## config.mk

```make
export PLATFORM = sky130hd
export DESIGN_NAME = bit_balance_frame_ctrl
export DESIGN_NICKNAME = d
export VERILOG_FILES = /design/src/rtl/bit_balance_pkg.sv /design/src/rtl/byte_ones_counter.sv /design/src/rtl/bit_balance_frame_ctrl.sv
export SDC_FILE = /design/constraint.sdc
export NUM_CORES = 1
export LEC_CHECK = 0
export CORE_MARGIN = 4
export CORE_UTILIZATION = 53
export CTS_CLUSTER_SIZE = 8
export DETAILED_ROUTE_END_ITERATION = 12
export HOLD_SLACK_MARGIN = 0.05
export PLACE_DENSITY = 0.85
export SYNTH_ARGS = -nofsm -noshare
export SYNTH_HDL_FRONTEND = slang
export SYNTH_SLANG_ARGS = --single-unit
```

## constraint.sdc

```tcl
create_clock -name clk -period 8.5 [get_ports clk]
set_clock_uncertainty 0.1 [all_clocks]
set_input_delay 1.7 -clock clk [delete_from_list [all_inputs] [get_ports clk]]
set_output_delay 1.7 -clock clk [all_outputs]
set_load 0.01 [all_outputs]
```

## src/rtl/bit_balance_pkg.sv

```systemverilog
// Shared types and sizing helpers for the bit-balance frame controller.
package bit_balance_pkg;

  localparam int BYTE_BITS = 8;

  typedef enum logic [0:0] {
    ACCUM = 1'b0,
    HOLD  = 1'b1
  } state_e;

  function automatic int cnt_width(input int max_bytes);
    return $clog2(max_bytes * BYTE_BITS + 1);
  endfunction

  function automatic int byte_width(input int max_bytes);
    return $clog2(max_bytes + 1);
  endfunction

endpackage

```

## src/rtl/byte_ones_counter.sv

```systemverilog
// Combinational popcount of one byte.
module byte_ones_counter
  import bit_balance_pkg::*;
(
  input  logic [7:0] data,
  output logic [3:0] ones
);

  // Sum the set bits of the byte.
  always_comb begin
    ones = 4'd0;
    for (int i = 0; i < BYTE_BITS; i++) begin
      ones = ones + {3'b000, data[i]};
    end
  end

endmodule

```

## src/rtl/bit_balance_frame_ctrl.sv

```systemverilog
// Per-frame ones/zeros/byte statistics over a valid/ready byte stream.
module bit_balance_frame_ctrl
  import bit_balance_pkg::*;
#(
  parameter  int MAX_BYTES = 16,
  localparam int CNT_W     = cnt_width(MAX_BYTES),
  localparam int BYTE_W    = byte_width(MAX_BYTES)
) (
  input  logic              clk,
  input  logic              rst,
  input  logic              in_valid,
  output logic              in_ready,
  input  logic [7:0]        in_data,
  input  logic              in_last,
  output logic              out_valid,
  input  logic              out_ready,
  output logic [CNT_W-1:0]  out_ones,
  output logic [CNT_W-1:0]  out_zeros,
  output logic [BYTE_W-1:0] out_bytes,
  output logic              out_balanced,
  output logic              out_overflow
);

  localparam logic [BYTE_W-1:0] MAX_CNT = BYTE_W'(MAX_BYTES);
  localparam logic [BYTE_W-1:0] ONE_CNT = BYTE_W'(1);

  state_e            state_r;
  state_e            state_nxt_s;
  logic [3:0]        pop_s;
  logic              beat_acc_s;
  logic              out_acc_s;
  logic              room_s;
  logic [CNT_W-1:0]  ones_nxt_s;
  logic [CNT_W-1:0]  zeros_nxt_s;
  logic [BYTE_W-1:0] cnt_nxt_s;
  logic              ovf_nxt_s;

  logic [CNT_W-1:0]  ones_acc_r;
  logic [BYTE_W-1:0] byte_cnt_r;
  logic              ovf_r;
  logic              in_ready_r;
  logic              out_valid_r;
  logic [CNT_W-1:0]  out_ones_r;
  logic [CNT_W-1:0]  out_zeros_r;
  logic [BYTE_W-1:0] out_bytes_r;
  logic              out_balanced_r;
  logic              out_overflow_r;

  byte_ones_counter u_pop (
    .data (in_data),
    .ones (pop_s)
  );

  // Handshakes and the accumulator values after the current beat.
  always_comb begin
    beat_acc_s = in_valid && in_ready_r;
    out_acc_s  = out_valid_r && out_ready;
    room_s     = (byte_cnt_r < MAX_CNT);
    if (room_s) begin
      ones_nxt_s = ones_acc_r + CNT_W'(pop_s);
      cnt_nxt_s  = byte_cnt_r + ONE_CNT;
      ovf_nxt_s  = ovf_r;
    end else begin
      ones_nxt_s = ones_acc_r;
      cnt_nxt_s  = byte_cnt_r;
      ovf_nxt_s  = 1'b1;
    end
    zeros_nxt_s = CNT_W'({cnt_nxt_s, 3'b000}) - ones_nxt_s;
  end

  // Next-state decode.
  always_comb begin
    state_nxt_s = state_r;
    case (state_r)
      ACCUM: begin
        if (beat_acc_s && in_last) begin
          state_nxt_s = HOLD;
        end else begin
          state_nxt_s = ACCUM;
        end
      end
      HOLD: begin
        if (out_acc_s) begin
          state_nxt_s = ACCUM;
        end else begin
          state_nxt_s = HOLD;
        end
      end
      default: state_nxt_s = ACCUM;
    endcase
  end

  // State register.
  always_ff @(posedge clk) begin
    if (rst) begin
      state_r <= ACCUM;
    end else begin
      state_r <= state_nxt_s;
    end
  end

  // Accumulators and registered results; handshake flags follow the next state.
  always_ff @(posedge clk) begin
    if (rst) begin
      ones_acc_r     <= '0;
      byte_cnt_r     <= '0;
      ovf_r          <= 1'b0;
      in_ready_r     <= 1'b0;
      out_valid_r    <= 1'b0;
      out_ones_r     <= '0;
      out_zeros_r    <= '0;
      out_bytes_r    <= '0;
      out_balanced_r <= 1'b0;
      out_overflow_r <= 1'b0;
    end else begin
      in_ready_r  <= (state_nxt_s == ACCUM);
      out_valid_r <= (state_nxt_s == HOLD);
      if (beat_acc_s) begin
        if (in_last) begin
          out_ones_r     <= ones_nxt_s;
          out_zeros_r    <= zeros_nxt_s;
          out_bytes_r    <= cnt_nxt_s;
          out_balanced_r <= (ones_nxt_s == zeros_nxt_s);
          out_overflow_r <= ovf_nxt_s;
          ones_acc_r     <= '0;
          byte_cnt_r     <= '0;
          ovf_r          <= 1'b0;
        end else begin
          ones_acc_r <= ones_nxt_s;
          byte_cnt_r <= cnt_nxt_s;
          ovf_r      <= ovf_nxt_s;
        end
      end
    end
  end

  assign in_ready     = in_ready_r;
  assign out_valid    = out_valid_r;
  assign out_ones     = out_ones_r;
  assign out_zeros    = out_zeros_r;
  assign out_bytes    = out_bytes_r;
  assign out_balanced = out_balanced_r;
  assign out_overflow = out_overflow_r;

endmodule

```

# Word-level counts from Yosys, hierarchy flattened
# Index checks and enable logic that the tools add are counted.
classes:
  addsub: 10
  magnitude_cmp: 1
  eq_ne: 1
  n_mux: 9
  bitwise_logic: 2
  n_reduce_logical: 4
op_table:
  columns: ["cell", "n"]
  rows:
  - ["4-bit by 1-bit adder with 4-bit output", 6]
  - ["8-bit 2-to-1 mux", 2]
  - ["5-bit 2-to-1 mux", 2]
  - ["8-bit by 4-bit adder with 8-bit output", 1]
  - ["8-bit == test", 1]
  - ["8-bit subtractor", 1]
  - ["5-bit by 1-bit adder with 5-bit output (second input constant)", 1]
  - ["5-bit less-than comparator (second input constant)", 1]
  - ["1-bit 2-to-1 mux", 4]
  - ["1-bit logical AND", 3]
  - ["1-bit by 1-bit adder with 2-bit output", 1]
  - ["1-bit inverter", 2]
  - ["1-bit case mux with 2 select lines", 1]
  - ["2-bit AND reduction", 1]
word_totals:
  regBits: 39
  inputBits: 13

# Logic depth before layout (Yosys ltp)
# Gate-level depths: netlist of the first run.
depth:
  ltp_word: 11
  ltp_mapped: 21
  ltp_nobuf: 21

# By module
# Synthesis of the first run repeated with hierarchy kept, for this count alone.
unflattened:
  hier_cells: 265
  hier_area_um2: 2215.9
by_module_without_submodules:
  columns: ["module", "instances", "cells_per_inst", "area_each_um2", "seq_area_each_um2"]
  rows:
  - ["bit_balance_frame_ctrl", 1, 241, 2025.7, 760.7]
  - ["byte_ones_counter", 1, 24, 190.2, 0.0]

# Least setup slack after synthesis of the first run
# OpenSTA, ideal clock, no wires.
synth_path:
  path_type: "input to register"
  start: "input in_data[0]"
  end: "register out_zeros_r[7] (netlist: out_zeros[7])"
  arrival_time_ns: 6.481
  path_slack_ns: 1.834
  path_stages: 20
  path_buffers: 0
  cell_sequence: "ha_1 > inv_1 > fa_1 > fa_1 > fa_1 > fa_1 > inv_1 > fa_1 > a21o_1 > a21oi_1 > nor4bb_1 > xor2_1 > inv_1 > ha_1 > a2111oi_0 > o21ai_0 > o21ba_2 > xnor2_1 > xor2_1 > a211oi_1"
synth_via:
  elab_chain_cells: 10
synth_rtl:
  columns: ["element", "line_no", "rtl"]
  rows:
  - ["start, declared", "bit_balance_frame_ctrl.sv:13", "input logic [7:0] in_data,"]
  - ["1-bit by 1-bit adder with 2-bit output", "byte_ones_counter.sv:13", "ones = ones + {3'b000, data[i]};"]
  - ["4-bit by 1-bit adder with 4-bit output (6 in a row)", "byte_ones_counter.sv:13", null]
  - ["8-bit by 4-bit adder with 8-bit output", "bit_balance_frame_ctrl.sv:60", "ones_nxt_s = ones_acc_r + CNT_W'(pop_s);"]
  - ["8-bit 2-to-1 mux", "bit_balance_frame_ctrl.sv:59", "if (room_s) begin"]
  - ["8-bit subtractor", "bit_balance_frame_ctrl.sv:68", "zeros_nxt_s = CNT_W'({cnt_nxt_s, 3'b000}) - ones_nxt_s;"]
  - ["end signal, assigned", "bit_balance_frame_ctrl.sv:121", "out_zeros_r <= zeros_nxt_s;"]
  - ["end, declared", "bit_balance_frame_ctrl.sv:44", "logic [CNT_W-1:0] out_zeros_r;"]
# No other way between the ends.
# A chain may end at the register's enable or synchronous reset.

# Worst setup path in the final report of the first run
# Ends and elaborated chain as after synthesis.

==> results of run 1 <==
==> stage by stage <==
stage | std cells | cell area, um2
detailed placement | 336 | 2610
global route | 344 | 2700
CTS | 344 | 2700
floorplan | 261 | 2220
global placement | 336 | 2610
finish | 344 | 2700
==> layer usage <==
layer | GRT usage | vias up | routed length (um)
met2 | 0.343 | 44 | 2490
li1 | - | 972 | -
met4 | 0.0451 | 0 | 68
met3 | 0.0331 | 11 | 228
met5 | 0 | - | 0
met1 | 0.250 | 912 | 2180
==> cells by family after synthesis <==
family | count (synthesis)
fa+ha+maj | 18
mux | 5
buf+inv | 31
simple gates | 94
compound gates | 56
flops | 38
xor+xnor | 19
==> cells in the final DEF (no fill, tap or decap), types with 2 or more instances in the layout <==
cell             instances
a21o_1                   2
mux2i_1                  3
xor2_1                   4
ha_1                    13
or4b_1                   2
a21oi_1                 19
nor3b_1                  3
nor2_1                  36
nand2_1                 22
nor3_1                  12
dfxtp_1                 38
o21ai_0                  4
a211oi_1                12
inv_1                   18
nand2b_1                 2
nor4b_1                  2
nor2b_1                  3
clkdlybuf4s50_1         37
nand4b_1                 3
clkbuf_8                 6
fa_1                     5
or3_1                    2
a22oi_1                  9
xnor2_1                 13
o21a_1                   2
mux2_2                   2
==> flip-flops by register name, summed over array words and instances (netlist names) <==
| register | cells |
|---|---|
| ones_acc_r | 8 |
| out_ones | 8 |
| out_zeros | 7 |
| byte_cnt_r | 5 |
| out_bytes | 5 |
| in_ready | 1 |
| out_balanced | 1 |
| out_overflow | 1 |
| out_valid | 1 |
| ovf_r | 1 |
==> layout make-up <==
cell class              count  area (um2)  share of cell area
inverters                  18        67.6              0.0250
flip-flops and latches     38         761               0.281
clock buffers               6        82.6              0.0305
multi-input cells         192        1340               0.496
repair buffers             38         378               0.140
well taps                  50        62.6              0.0231
clock inverters             2        12.5             0.00463
==> tightest hold or removal path: stages, from the launching register on <==
cell and delay, ps:
dfxtp_1 310, nand2_1 50, a21oi_1 50
==> where the power goes <==
group          switching [uW]  internal [uW]
Combinational            92.0           75.8
Clock                    65.0           65.2
Sequential               5.12            186
==> worst max-delay path by stage <==
| stage | from | endpoint | slack, ps | cells past startpoint |
|---|---|---|---|---|
| final | in_data[0] | out_zeros[7]$_SDFFE_PP0P_ | 1370 | 21 |
| after CTS | in_data[0] | out_zeros[7]$_SDFFE_PP0P_ | 1350 | 21 |
| after floorplan | in_data[0] | out_zeros[7]$_SDFFE_PP0P_ | 1830 | 20 |
| after detailed placement | in_data[0] | out_zeros[7]$_SDFFE_PP0P_ | 1060 | 21 |
| after global routing | in_data[0] | out_balanced$_SDFFE_PP0P_ | 980 | 21 |
| after global placement | in_data[0] | out_zeros[7]$_SDFFE_PP0P_ | 1180 | 21 |
==> impl_results.md, run 1 <==
* Post-Synthesis Cells at 261
* Clock Latency Late Sink at 290 ps
* Initial core utilization at 0.551
* CP max stage cell: fa_1
* Final ANT Viol Nets at 0
* Largest family of logic cells by synthesized area: simple AND/OR/NAND/NOR gates
* Placer Congestion at 0.922
* Crit path capture type: register
* Sequential element share of the synthesized area at 0.343
* Max Slew Vio Count at 0
* Reg2reg start: ones_acc_r[0]$_SDFFE_PP0P_
* WHS Endpoint: out_bytes[0]$_SDFFE_PP0P_
* Most used cell, CP: fa_1
* Max-cap violations at 0
* 1st-pass router iterations at 4
* Synth Cell Area at 0.00222 mm2
* Post_cts resized at 0
* Post-route DRC at 0
* Diode count at 0
* Port Buffers at 37
* Post-synth top cells: dfxtp_1, nor2_1, nand2_1
* Max VDD drop at 0.0000798 V
* Hold Path Origin: out_bytes[0]$_SDFFE_PP0P_
* Core area at 0.00403 mm2
* Yosys warnings at 0
* Final #Nets at roughly 320
* DP Worst Slack at 1060 ps
* Area Growth Syn to Fin at 21.7%
* Grt ovf at 0
* Status: completed
* Total CTS buffers at 5
* Final period util at 0.839
* Final WS setup at 1370 ps
* Hold WC Path Type: register to register
* Total power at between 400 and 500 uW
* Average wire per standard cell at 14.4 um
* CTS H-tree lvls at 2
* Critical path required time at 8600 ps
* GRT Overall Usage at 0.195
* Fraction of the mapped netlist area in simple logic gates at 0.205
* Via count at 1939
* Critical Path Source Type: input pin
* CP cell instances: clkdlybuf4s50_1 -> ha_1 -> inv_1 -> fa_1 -> fa_1 -> fa_1 -> fa_1 -> inv_1 -> fa_1 -> a21o_1 -> a21oi_1 -> nor4bb_1 -> xor2_1 -> inv_1 -> ha_1 -> a2111oi_0 -> o21ai_0 -> o21ba_2 -> xnor2_1 -> xor2_1 -> a211oi_1
* Clock sink count at 38
* Ys flop type: dfxtp_1
* Worst Path Arrival at 7240 ps
* Register-to-Register Path Depth at 14
* CP top delay family: adder cells
* Min cycle time layout at 7130 ps
* CP Class: input pin to register
* Yosys top cell area share at 0.343
* Final WL at 4970 um
* Leak Pwr at 0.00102 uW
* Worst-margin pin slew at 1070 ps
* Power Density at roughly 180 mW/mm2
* Number of distinct library cells after synthesis at 44
* Most numerous cell in the Yosys netlist: dfxtp_1
* Hold slack final at 356 ps
* Post-synth EDFFs at 0
* FILL cells at approximately 330
* CTS tree: yes
* Reg2reg setup slack at slightly below 5000 ps
* Crit-path max cell delay at 490 ps
* Synthesized area per cell at 8.51 um2
* Die ar. at 0.00529 mm2
* Largest cells by area after synthesis: dfxtp_1, ha_1, nor2_1
* Critical Path Fanout Max at 5
* Initial DRC Count at 115
* Hold buffer count at cts at 0
* Setup Fix Bufs, Post-CTS at 0
* Vias per inst at 5.64
* Number of global-route vias before repair at 1773
* Hpwl dp at between 3000 and 4000 um
* Worst Hold Path Cells at 2
* Hold Fails Final Rpt at 0
* Layout cell share with drive strength beyond 1 at 0.0510
* Die width at 72.7 um
* Setup repair after global routing missed its margin: false
* Finished Core Util at 0.671
* Xor/xnor share of the synthesized area at 0.0845
* Die height at roughly 73 um
* Setup TNS at 0 ps
* Clock buffer depth at 2
* First-pass GRT wire length at 8220 um
* Fmax at 140 MHz
* Buffers and inverters on the worst path at 4
* Cell taking the most area after synthesis: dfxtp_1
* Finish-stage setup viols at 0
* Synthesized-area fraction occupied by adder cells at 0.118
* Worst R2R End: out_zeros[7]$_SDFFE_PP0P_
* Slew margin rel. at 0.286
* Antenna violations before repair at 0
* Num rows at 23
* Largest net degree at the start of global routing at 39
* Post-synth ARST share at 0
* Post-synthesis compound-gate area fraction at 0.172
* Post-Synthesis Net Count at around 290
* Clock root buffer: clkbuf_8
* Flops & latches, synth at 38
* Multiplexer share of the synthesized area at 0.0237
* Clk pin slew, worst setup/hold paths at 80 ps
* IO Pins at 38
No activity file was read; power rests on OpenSTA's default activity.
==> inputs of run 2 (changes only) <==
clock period = 6.8 ns   (was 8.5 ns; I/O delays follow)
==> run 2 against run 1 <==
Via count is 6.8% higher. Critical path depth fell by 1. Largest power group unchanged. Combinational power is 42% higher. Cell area up 6.6%. Largest cell class unchanged. Global-route usage is 1.5 points higher. First-iteration DRC count is 24% higher. Hold slack worse by 1.6 ps.
==> impl_results.md, run 2 (synthesized netlist as in run 1, its figures left out) <==
* Status: completed
* Post-route DRC at 0 (unchanged)
* Min cycle time layout at approximately 6700 ps
* Antenna violations before repair at 0 (unchanged)
* Clk pin slew, worst setup/hold paths at 80 ps (about the same)
* Number of global-route vias before repair at 1944 (+9.6%)
* DP Worst Slack at -149 ps (-1210 ps)
* Area Growth Syn to Fin at 29.7%
* WL met1 at 2400 um (+10%)
* Hpwl dp at 4050 um (+6.3%)
* Critical Path Source Type: input pin
* Max-cap violations at 0 (unchanged)
* Crit-path max cell delay at 490 ps (about the same)
* Total CTS buffers at 5 (unchanged)
* Hold Fails Final Rpt at 0 (unchanged)
* GRT Overall Usage at 0.211 (+0.0153)
* Switch share at 0.314 (-0.0175)
* CTS H-tree lvls at 2 (unchanged)
* Commonest non-fill, non-tap cell in the layout: dfxtp_1
* CP Class: input pin to register
* Final #Nets at 340 (+4.9%)
* Grt ovf at 0 (unchanged)
* Initial core utilization at 0.551 (unchanged)
* Worst-margin pin slew at 1040 ps (-27.5 ps)
* Clock sink count at 38 (unchanged)
* Routed met2 length at 2730 um (+9.4%)
* Reg power frac at 0.354 (-0.036)
* Average wire per standard cell at 15.7 um (+8.9%)
* Clock Latency Late Sink at 290 ps (about the same)
* Clock buffer depth at 2 (unchanged)
* Most used cell, CP: fa_1
* Highest metal used: met4
* CTS tree: yes
* Clock power share at 0.292 (+0.026)
* First-pass GRT wire length at 8850 um (+7.6%)
* Worst Path Arrival at 6760 ps (-480 ps)
* Max Slew Vio Count at 0 (unchanged)
* Port Buffers at 37 (unchanged)
* IO Pins at 38 (unchanged)
* Vias per inst at 5.77 (+2.3%)
* Most frequent cells in the layout: dfxtp_1, clkdlybuf4s50_1, nor2_1, nand2_1
* Final ANT Viol Nets at 0 (unchanged)
* Layout cell share with drive strength beyond 1 at 0.117 (+0.0655)
* Largest net degree at the start of global routing at 39 (unchanged)
* Die height at 72.7 um (unchanged)
* Die width at 72.7 um (unchanged)
* Fmax at 150 MHz
* Total power at 675 uW (+38%)
* Cell internal pwr at 463 uW (+42%)
* CP cell instances: clkdlybuf4s50_1 -> ha_1 -> inv_1 -> fa_1 -> fa_1 -> fa_2 -> fa_1 -> inv_1 -> fa_1 -> a21o_1 -> a21oi_2 -> nor2_1 -> xnor2_1 -> ha_1 -> or3_1 -> a21oi_1 -> o21ba_2 -> xnor2_2 -> xor2_1 -> a211oi_1
* Die ar. at 0.00529 mm2 (unchanged)
* Core area at 0.00403 mm2 (unchanged)
* Num rows at 23 (unchanged)
* Setup TNS at 0 ps (unchanged)
* Clock root buffer: clkbuf_8
* CP top delay family: adder cells
* Critical path required time at 6910 ps (-1690 ps)
* Final WL at 5640 um (+14%)
* Diode count at 0 (unchanged)
* Net Switching at 212 uW (+31%)
* Setup Fix Bufs, Post-CTS at 0 (unchanged)
* Critical Path Fanout Max at 7 (+2)
* Final WS setup at 147 ps (-1220 ps)
* Finished Core Util at 0.715 (+0.0441)
* Finish-stage setup viols at 0 (unchanged)
* Logic gate share of total power at 0.355 (+0.012)
* 1st-pass router iterations at 5 (+1)
* Hold buffer count at cts at 0 (unchanged)
* Slew margin rel. at 0.304 (+0.0183)
* Hold WC Path Type: register to register
* CP max stage cell: fa_1
* Via count at 2070 (+6.8%)
* Placer Congestion at 0.895 (-2.9%)
* Buffers and inverters on the worst path at 3 (-1)
* Crit path capture type: register
* Hold slack final at 355 ps (-1.62 ps)
* Met3 routed WL at 377 um (+65%)
* Leak Pwr at 0.00112 uW (+10%)
* Max VDD drop at 0.000113 V (+42%)
* Initial DRC Count at 143 (+24%)
* Power Density at 234 mW/mm2 (+30%)
* Final period util at 0.978
[run 2: changes by cell type in the layout (fill, tap and decap cells not counted), sizes merged]
cell	previous run	this run
bufinv	0	1
clkinv	1	0
buf	1	17
clkinvlp	1	0
[run 2: what timing repair did]
action / in CTS / in global routing
endpoints found under the hold margin: 0 / 0
setup endpoints to repair: 0 / 2
resized for setup: 0 / 8
[run 2: area by class of cell]
cell class,count,area [um2]
clock inverter,1,30.0
sequential,38,761
clock buffer,6,82.6
inverter,18,67.6
tap,50,62.6
fill,302,1150
multi-input combinational,192,1380
timing repair buffer,54,498
[run 2: worst min-delay path, delay by kind of cell, from the launching register on]
| kind | cells | cell delay, ps |
|---|---|---|
| compound gates | 1 | 50 |
| simple gates | 1 | 50 |
| flops | 1 | 310 |
[run 2: power by group through the flow]
stage                     combinational, uW  sequential, uW  clock (uW)
after floorplan                         145             247           0
after global placement                  222             243           0
after detailed placement                228             244           0
after CTS                               231             239         198
after global routing                    261             240         204
final                                   239             239         197
[run 2: worst paths after layout]
path | start | end | slack [ps] | cells after the start
max reg2reg | ones_acc_r[0]$_SDFFE_PP0P_ | out_zeros[7]$_SDFFE_PP0P_ | 3210 | 13
max | in_data[1] | out_zeros[7]$_SDFFE_PP0P_ | 150 | 20
min | out_zeros[5]$_SDFFE_PP0P_ | out_zeros[5]$_SDFFE_PP0P_ | 350 | 2
min reg2reg | out_zeros[5]$_SDFFE_PP0P_ | out_zeros[5]$_SDFFE_PP0P_ | 350 | 2
[run 2: through the flow]
stage          area [um2]  instances
6_report             2880        359
5_1_grt              2880        359
4_1_cts              2840        359
3_5_place_dp         2730        352
3_3_place_gp         2730        352
2_1_floorplan        2220        261
[run 2: layer usage]
layer  GRT usage  vias up
met5           0        -
met4      0.0758        0
met3      0.0372       16
met2       0.360       72
met1       0.265      973
li1            -     1009
==> inputs of run 3 (changes only) <==
PLACE_DENSITY = 0.77   (was 0.85)
==> run 3 against run 2 <==
Cell area fell by 0.87%. Sequential power about the same. Critical path depth up 1. Cell count rose by 0.28%. Die area did not move. Register-to-register slack improved by 180 ps. Routed wire length is 7.2% lower. Combinational power fell by 3%. Utilization down 0.62 points.
==> impl_results.md, run 3 (synthesized netlist as in run 1, its figures left out) <==
* FILL cells at 356 (+18%)
* Reg2reg start: ones_acc_r[0]$_SDFFE_PP0P_
* Hpwl dp at 3850 um (-5.0%)
* Hold buffer count at cts at 0 (unchanged)
* Fmax at 153 MHz (+1.5%)
* Setup TNS at 0 ps (unchanged)
* Final #Nets at 340 (unchanged)
* Final period util at 0.964 (-0.0147)
* Storage cell area at 761 um2 (unchanged)
* Final ANT Viol Nets at 0 (unchanged)
* Number of global-route vias before repair at 1822 (-6.3%)
* Layout cell share with drive strength beyond 1 at 0.119 (+0.00285)
* First-pass GRT wire length at 8450 um (-4.5%)
* Critical path required time at 6920 ps (about the same)
* Register-to-Register Path Depth at 14 (+1)
* IO Pins at 38 (unchanged)
* CP top delay family: adder cells
* Max Slew Vio Count at 0 (unchanged)
* Crit path capture type: register
* Post-route DRC at 0 (unchanged)
* Initial DRC Count at 144 (+0.70%)
* Hold Path Origin: out_zeros[3]$_SDFFE_PP0P_
* Antenna violations before repair at 0 (unchanged)
* Largest net degree at the start of global routing at 39 (unchanged)
* Core area at 0.00403 mm2 (unchanged)
* Worst Path Arrival at 6670 ps (-90 ps)
* Buffers and inverters on the worst path at 5 (+2)
* Area Growth Syn to Fin at 28.6%
* Worst R2R End: out_zeros[7]$_SDFFE_PP0P_
* Clock Latency Late Sink at 290 ps (about the same)
* Diode count at 0 (unchanged)
* Max-cap violations at 0 (unchanged)
* CTS tree: yes
* Area of the multi-input gates at 0.00137 mm2 (-0.54%)
* Hold WC Path Type: register to register
* Total CTS buffers at 5 (unchanged)
* Clock sink count at 38 (unchanged)
* Commonest non-fill, non-tap cell in the layout: dfxtp_1
* Via count at 2002 (-3.3%)
* Clock buffer depth at 2 (unchanged)
* Worst-margin pin slew at 1020 ps (-20.9 ps)
* Power Density at 222 mW/mm2 (-5.1%)
* Max VDD drop at 0.000106 V (-6.1%)
* GRT Overall Usage at 0.207 (-0.00368)
* Worst Hold Path Cells at 2 (unchanged)
* Port Buffers at 37 (unchanged)
* CP max stage cell: fa_1
* Critical Path Fanout Max at 4 (-3)
* Final WL at 5230 um (-7.2%)
* Grt ovf at 0 (unchanged)
* Die height at 72.7 um (unchanged)
* Num rows at 23 (unchanged)
* Finished Core Util at 0.709 (-0.00621)
* Crit-path max cell delay at 490 ps (about the same)
* CP Class: input pin to register
* Most frequent cells in the layout: dfxtp_1, clkdlybuf4s50_1, nor2_1, nand2_1
* Slew margin rel. at 0.318 (+0.0140)
* Clk pin slew, worst setup/hold paths at 80 ps (about the same)
* 1st-pass router iterations at 4 (-1)
* CP cell instances: clkdlybuf4s50_1 -> ha_1 -> inv_1 -> fa_1 -> fa_1 -> fa_2 -> fa_1 -> xnor2_1 -> ha_1 -> buf_4 -> inv_1 -> or4_1 -> nand3_1 -> inv_1 -> ha_1 -> nand2_1 -> o311a_1 -> nor3_1 -> a211oi_2 -> xnor2_1 -> o31ai_2
* Finish-stage setup viols at 0 (unchanged)
* WHS Endpoint: out_zeros[3]$_SDFFE_PP0P_
* Min cycle time layout at 6550 ps (-99.7 ps)
* Average wire per standard cell at 14.5 um (-7.5%)
* Placer Congestion at 0.924 (+3.3%)
* Die ar. at 0.00529 mm2 (unchanged)
* Vias per inst at 5.56 (-3.6%)
* Reg2reg setup slack at 3390 ps (+180 ps)
* Leak Pwr at 0.00111 uW (-0.88%)
* CTS H-tree lvls at 2 (unchanged)
* Clock root buffer: clkbuf_8
* Initial core utilization at 0.551 (unchanged)
* Critical Path Source Type: input pin
* Hold Fails Final Rpt at 0 (unchanged)
* Die width at 72.7 um (unchanged)
* Status: completed
## run 3: cell count changes in the layout (fill, tap and decap cells not counted), sizes merged
cell and change:
bufinv -1, clkinv +1, clkinvlp +1
## run 3: cell type report
cell class	count	area share
Multi-Input combinational cell	192	0.481
Clock inverter	2	0.00438
Tap cell	50	0.0219
Sequential cell	38	0.266
Clock buffer	6	0.0289
Timing Repair Buffer	54	0.174
Inverter	18	0.0237
## run 3: per-layer routing
layer / track usage / vias up / wire length (um)
li1: - / 1002 / -
met1: 0.271 / 927 / 2360
met2: 0.332 / 66 / 2460
met3: 0.0455 / 7 / 345
met4: 0.0799 / 0 / 74
met5: 0 / - / 0
## run 3: through the flow
step | hold WS [ps] | cell area (um2) | setup WS [ps] | total power (uW) | std cells
floorplan | 376 | 2220 | 474 | 392 | 261
global placement | 342 | 2730 | 12.2 | 465 | 352
detailed placement | 348 | 2730 | -98.4 | 468 | 352
CTS | 359 | 2820 | 201 | 631 | 360
global route | 388 | 2860 | -41.2 | 673 | 360
finish | 357 | 2860 | 247 | 635 | 360
## run 3: report_power, final
group / internal, uW / switching (uW) / total (uW) / leakage [uW]
logic: 111 / 122 / 233 / 0.000754
clock network: 81.5 / 82.0 / 163 / 0.0000472
registers: 232 / 6.12 / 238 / 0.000309
## run 3: worst max path at each step
stage	start	endpoint	slack, ps	cells after the start
floorplan	in_data[0]	out_zeros[7]$_SDFFE_PP0P_	470	20
global placement	in_data[0]	out_zeros[7]$_SDFFE_PP0P_	10	21
detailed placement	in_data[0]	out_zeros[7]$_SDFFE_PP0P_	-100	21
CTS	in_data[0]	out_balanced$_SDFFE_PP0P_	200	21
global route	in_data[1]	out_zeros[7]$_SDFFE_PP0P_	-40	21
finish	in_data[0]	out_balanced$_SDFFE_PP0P_	250	21
## run 3: worst register-to-register path, stage by stage, from the launching register on
cell       delay (ps)
dfxtp_1           340
ha_1              250
fa_1              390
a21o_1            210
a21oi_2           160
nor4bb_1           80
xor2_1            250
inv_1              90
ha_1              330
a2111oi_2         290
o21ai_1           110
o21ba_2           220
xnor2_2           140
xor2_1            170
a211oi_1          210
## run 3: repair_timing
action | CTS | global route
setup endpoints to repair | 0 | 2
setup buffers | 0 | 0
resized for setup | 0 | 8
